==> config.mk <==
export PLATFORM = sky130hd
export DESIGN_NAME = pipe_add_sub
export DESIGN_NICKNAME = d
export VERILOG_FILES = /design/src/rtl/pipe_add_sub.sv
export SDC_FILE = /design/constraint.sdc
export NUM_CORES = 1
export LEC_CHECK = 0
export CAP_MARGIN = 30
export CORE_UTILIZATION = 25
export CTS_CLUSTER_SIZE = 16
export DETAILED_ROUTE_END_ITERATION = 7
export MAX_ROUTING_LAYER = met4
export PLACE_DENSITY_LB_ADDON = 0.05
export SLEW_MARGIN = 10
export SYNTH_ARGS = -nofsm -noshare
export SYNTH_HDL_FRONTEND = slang
export SYNTH_SLANG_ARGS = --single-unit
==> constraint.sdc <==
create_clock -name clk -period 3.9 [get_ports clk]
set_input_delay 0.78 -clock clk [delete_from_list [all_inputs] [get_ports clk]]
set_output_delay 0.78 -clock clk [all_outputs]
set_load 0.05 [all_outputs]
==> src/rtl/pipe_add_sub.sv <==
// Pipelined adder/subtractor: the carry chain is cut into STAGES registered chunks with a valid/ready stream.
// Optional build macro PIPE_ADD_SAT_EN clamps overflowing results to the signed limit that matches A's sign.
module pipe_add_sub #(
  parameter int WIDTH  = 32,
  parameter int STAGES = 2
) (
  input  logic             clk,
  input  logic             rst,
  input  logic             in_valid,
  output logic             in_ready,
  input  logic [WIDTH-1:0] a,
  input  logic [WIDTH-1:0] b,
  input  logic             sub,
  output logic             out_valid,
  input  logic             out_ready,
  output logic [WIDTH-1:0] c,
  output logic             carry,
  output logic             ovf,
  output logic             zero
);

  localparam int CHUNK = WIDTH / STAGES;
  localparam int LAST  = STAGES - 1;

  if (STAGES < 1 || STAGES > WIDTH || (WIDTH % STAGES) != 0) begin : g_bad_cfg
    $error("pipe_add_sub: STAGES must be 1..WIDTH and divide WIDTH");
  end

  function automatic logic signed_ovf(input logic a_msb, input logic bp_msb, input logic s_msb);
    return (a_msb == bp_msb) && (s_msb != a_msb);
  endfunction

`ifdef PIPE_ADD_SAT_EN
  function automatic logic signed [WIDTH-1:0] saturate(input logic signed [WIDTH-1:0] s,
                                                       input logic ov, input logic a_msb);
    logic signed [WIDTH-1:0] lim;
    lim = a_msb ? {1'b1, {(WIDTH-1){1'b0}}} : {1'b0, {(WIDTH-1){1'b1}}};
    return ov ? lim : s;
  endfunction
`endif

  // The whole pipe moves as one shift register; a full output slot blocks every stage.
  logic adv;
  assign adv      = !g_stage[LAST].g_tail.vld_q || out_ready;
  assign in_ready = adv;

  for (genvar k = 0; k < STAGES; k++) begin : g_stage
    localparam int LO  = k * CHUNK;
    localparam int REM = WIDTH - LO;

    logic [REM-1:0]      a_in;
    logic [REM-1:0]      bp_in;
    logic                cin;
    logic                vld_in;
    logic [CHUNK:0]      part;
    logic [LO+CHUNK-1:0] sum_acc;

    // Operands still waiting for their chunk arrive on skew registers; finished low sums on deskew registers.
    if (k == 0) begin : g_head
      assign a_in    = a;
      assign bp_in   = sub ? ~b : b;
      assign cin     = sub;
      assign vld_in  = in_valid;
      assign sum_acc = part[CHUNK-1:0];
    end else begin : g_link
      assign a_in    = g_stage[k-1].g_mid.a_q;
      assign bp_in   = g_stage[k-1].g_mid.bp_q;
      assign cin     = g_stage[k-1].g_mid.cy_q;
      assign vld_in  = g_stage[k-1].g_mid.vld_q;
      assign sum_acc = {part[CHUNK-1:0], g_stage[k-1].g_mid.sum_q};
    end

    assign part = {1'b0, a_in[CHUNK-1:0]} + {1'b0, bp_in[CHUNK-1:0]} + {{CHUNK{1'b0}}, cin};

    if (k < LAST) begin : g_mid
      logic [REM-CHUNK-1:0] a_q;
      logic [REM-CHUNK-1:0] bp_q;
      logic [LO+CHUNK-1:0]  sum_q;
      logic                 cy_q;
      logic                 vld_q;

      always_ff @(posedge clk or posedge rst) begin
        if (rst) begin
          vld_q <= 1'b0;
        end else if (adv) begin
          vld_q <= vld_in;
        end
      end

      always_ff @(posedge clk) begin
        if (adv) begin
          a_q   <= a_in[REM-1:CHUNK];
          bp_q  <= bp_in[REM-1:CHUNK];
          sum_q <= sum_acc;
          cy_q  <= part[CHUNK];
        end
      end
    end else begin : g_tail
      logic             ov;
      logic [WIDTH-1:0] res;
      logic [WIDTH-1:0] c_q;
      logic             cy_q;
      logic             ovf_q;
      logic             zero_q;
      logic             vld_q;

      assign ov = signed_ovf(a_in[CHUNK-1], bp_in[CHUNK-1], part[CHUNK-1]);
`ifdef PIPE_ADD_SAT_EN
      assign res = saturate(sum_acc, ov, a_in[CHUNK-1]);
`else
      assign res = sum_acc;
`endif

      // Final stage: full result, flags and zero detect all land in the output registers.
      always_ff @(posedge clk or posedge rst) begin
        if (rst) begin
          vld_q  <= 1'b0;
          c_q    <= '0;
          cy_q   <= 1'b0;
          ovf_q  <= 1'b0;
          zero_q <= 1'b0;
        end else if (adv) begin
          vld_q  <= vld_in;
          c_q    <= res;
          cy_q   <= part[CHUNK];
          ovf_q  <= ov;
          zero_q <= (res == '0);
        end
      end

      assign out_valid = vld_q;
      assign c         = c_q;
      assign carry     = cy_q;
      assign ovf       = ovf_q;
      assign zero      = zero_q;
    end
  end

endmodule

==> impl_metrics.py <==
metrics = {
    "clock_tree": {
        "postCtsSetupBuffers": 0,
        "numCtsBuffers": 9,
        "cts_hold_buf": 0,
        "numClockSinks": 86,
        "h-tree-depth": 3,
        "cts_tree": "yes",
        "path_clk_slew_ns": 0.06,
        "root_buffer": "clkbuf_16",
        "cts_resized": 0,
        "clk_path_buf_depth": 2,
        "clk_latency_ns": 0.34,
    },
    "die": {
        "die_h_um": 138,
        "io_pins": 106,
        "start_util": 0.255,
        "rows": 49,
        "die_width_um": 138,
        "core_sq_um": 18000,
        "dieArea_sq_um": 18900,
    },
    "setup_path": {
        "cp_num_buf_inv": 1,
        "path_max_fanout": 3,
        "end_kind": "register",
        "cp_common_cell": "a21oi_1",
        "crit_slowest_cell": "clkdlybuf4s50_1",
        "cp_top_family": "compound AO/OA/AOI/OAI gates",
        "path_depth": 12,
        "startpoint_type": "primary input",
        "max_stage_delay_ns": 0.50,
        "cp.required_ns": 4.00,
        "timing_worst_setup_path_type": "in -> reg",
        "crit_arrival_ns": 3.68,
        "r2r_cells": 11,
        "path_cells": "clkdlybuf4s50_1 > mux2_2 > fa_1 > a21o_1 > a21oi_1 > o211a_1 > o311ai_1 > o41a_1 > nand4_1 > a21oi_1 > o21ai_0 > nand2b_1",
    },
    "layout": {
        "layout.area.seq_sq_um": 2400,
        "final_cell_mix": "clkdlybuf4s50_1, nand2_1, edfxtp_1, xor2_1, dfrtp_1",
        "nFillCells": 1860,
        "drive_gt1_frac": 0.0895,
        "antenna_cells": 0,
        "multiInputGateArea_sq_um": 2120,
        "stdcell_count": 754,
        "final_util": 0.347,
        "layout.nets": 622,
        "final_common_cell": "clkdlybuf4s50_1",
        "area_growth_pct": 36.0,
        "design_area_sq_um": 6250,
    },
    "synthesis": {
        "ys_types": 49,
        "synth_edf_count": 49,
        "synthArstFlopShare": 0.430,
        "yosys_warnings": 0,
        "syn_inst": 409,
        "syn_avg_cell_area_sq_um": 11.2,
        "yosys_register_bits": 86,
        "synth_nets": 511,
        "ys_seq_area_frac": 0.521,
        "syn-cell-area_sq_um": 4600,
        "synth_ff_type": "edfxtp_1",
    },
    "grt": {
        "grt_pass1_vias": 3243,
        "overflow": 0,
        "grt_util_all_layers": 0.127,
        "grt_first_pass_wirelength_um": 17300,
        "antenna_found_initial": 0,
        "grt_start_max_net_pins": 44,
    },
    "placement": {
        "port_buffers": 105,
        "dpl.hpwl_um": 8460,
        "place_congestion": 0.753,
        "dp_cells": 738,
        "placed_cell_area_sq_um": 5950,
    },
    "timing": {
        "slew_viol_final": 0,
        "whs_ns": 0.452,
        "fin_crit_ns": 3.58,
        "skew_ns": 0.00785,
        "setup_tns_ns": 0,
        "min_period_over_period": 0.918,
        "finalHoldViolCount": 0,
        "rsz0062_at_grt": "false",
        "slew-limit-headroom": 0.629,
        "setup_viol": 0,
        "clock.fmax_mhz": 279,
        "worstMarginPinSlew_ns": 0.552,
    },
    "drt": {
        "dr_total_vias": 3211,
        "wl_um": 10900,
        "dr.pass1.iters": 4,
        "vias_per_cell": 4.26,
        "route.detailed.drc": 0,
        "wl_per_cell_um": 14.5,
        "drt_iter0_drc": 177,
        "ant_nets": 0,
    },
    "power_and_ir_drop": {
        "peakVddDrop_mv": 0.315,
        "powerDensity_nw_per_um2": 587,
        "leakage_uw": 0.00255,
    },
    "hold_path": {
        "hold_depth": 1,
        "min_path_type": "reg -> reg",
    },
    "status": {
        "outcome": "completed",
    },
    "flow_run": {
        "max_cap_viol_count": 0,
    },
}
[cell usage after synthesis, types with 2 or more instances]
cell type,n,area share
nand2_1,78,0.064
edfxtp_1,49,0.32
xor2_1,41,0.078
dfrtp_1,37,0.20
ha_1,30,0.082
a21oi_1,23,0.025
nor2_1,18,0.015
o21ai_0,15,0.016
xnor2_1,15,0.029
inv_1,11,0.0090
a21o_1,8,0.013
clkbuf_1,8,0.0065
nand3_1,7,0.0076
nor2b_1,5,0.0068
nor4_1,5,0.0068
a21oi_2,4,0.0076
buf_1,4,0.0033
o21bai_1,4,0.0065
fa_1,3,0.013
nand2b_1,3,0.0041
nand4_1,3,0.0041
o21ai_1,3,0.0033
o31ai_1,3,0.0049
a2111oi_4,2,0.012
a211oi_1,2,0.0033
a31oi_1,2,0.0027
mux2_2,2,0.0049
nor3_1,2,0.0022
o21a_1,2,0.0033
[cell type report]
type / instances / share of cell area
multi-input combinational: 300 / 0.340
sequential: 86 / 0.383
tap: 229 / 0.0458
clock inverter: 6 / 0.00940
clock buffer: 10 / 0.0400
timing repair buffer: 112 / 0.175
inverter: 11 / 0.00660
[per-stage QoR]
stage	total power [uW]	worst slack (ns)
after floorplan	2310	0.117
after global placement	2830	0.00203
after detailed placement	2840	-0.0429
after CTS	3730	0.321
after global routing	3880	0.121
final	3670	0.319
[flip-flops by register name, summed over array words and instances, names as in the netlist]
name,count
g_stage.g_mid.bp_q,16
ovf,1
g_stage.g_mid.vld_q,1
g_stage.g_mid.a_q,16
c,32
g_stage.g_mid.sum_q,16
g_stage.g_mid.cy_q,1
carry,1
out_valid,1
zero,1
[routing by layer]
| metal | GRT usage | wire length (um) | vias to the layer above | share of wire |
|---|---|---|---|---|
| met1 | 0.178 | 5530 | 1450 | 0.51 |
| met3 | 0.0191 | 497 | 14 | 0.045 |
| li1 | - | - | 1673 | - |
| met5 | - | 0 | - | 0 |
| met4 | 0.0531 | 190 | 0 | 0.017 |
| met2 | 0.183 | 4720 | 74 | 0.43 |
[cells by family (layout without fill, tap and decap cells)]
| family | after synthesis | count (layout) | share of synthesized area |
|---|---|---|---|
| DFF | 86 | 86 | 0.521 |
| buffers and inverters | 23 | 139 | 0.0188 |
| AOI/OAI and AO/OA | 82 | 82 | 0.135 |
| and+or+nand+nor | 127 | 127 | 0.119 |
| muxes | 2 | 2 | 0.00489 |
| adders and majority gates | 33 | 33 | 0.0946 |
| xor gates and xnor gates | 56 | 56 | 0.107 |
[worst reg2reg max path, stage by stage, from the launching register on]
cell,delay [ns]
edfxtp_1,0.44
fa_1,0.45
fa_1,0.45
a211oi_1,0.39
o21bai_1,0.13
a21oi_1,0.19
xor2_1,0.20
nand3_1,0.09
nor4_1,0.33
nand3_1,0.15
nor4bb_1,0.28
a32o_1,0.20
[power by group]
group | internal [uW] | switching, uW
clock | 531 | 346
combinational | 548 | 922
sequential | 1200 | 122
[final timing paths]
check | slack [ns] | to | start
worst max-delay path | 0.32 | g_stage[0].g_mid.cy_q | b[0]
worst min-delay path | 0.45 | out_valid | g_stage[0].g_mid.vld_q
worst max register to register | 0.55 | zero | g_stage[0].g_mid.cy_q
worst min register to register | 0.45 | out_valid | g_stage[0].g_mid.vld_q
max in group asynchronous | 2.48 | c[23] | rst
min in group asynchronous | 0.73 | c[13] | rst
No activity file was read; power rests on OpenSTA's default activity.
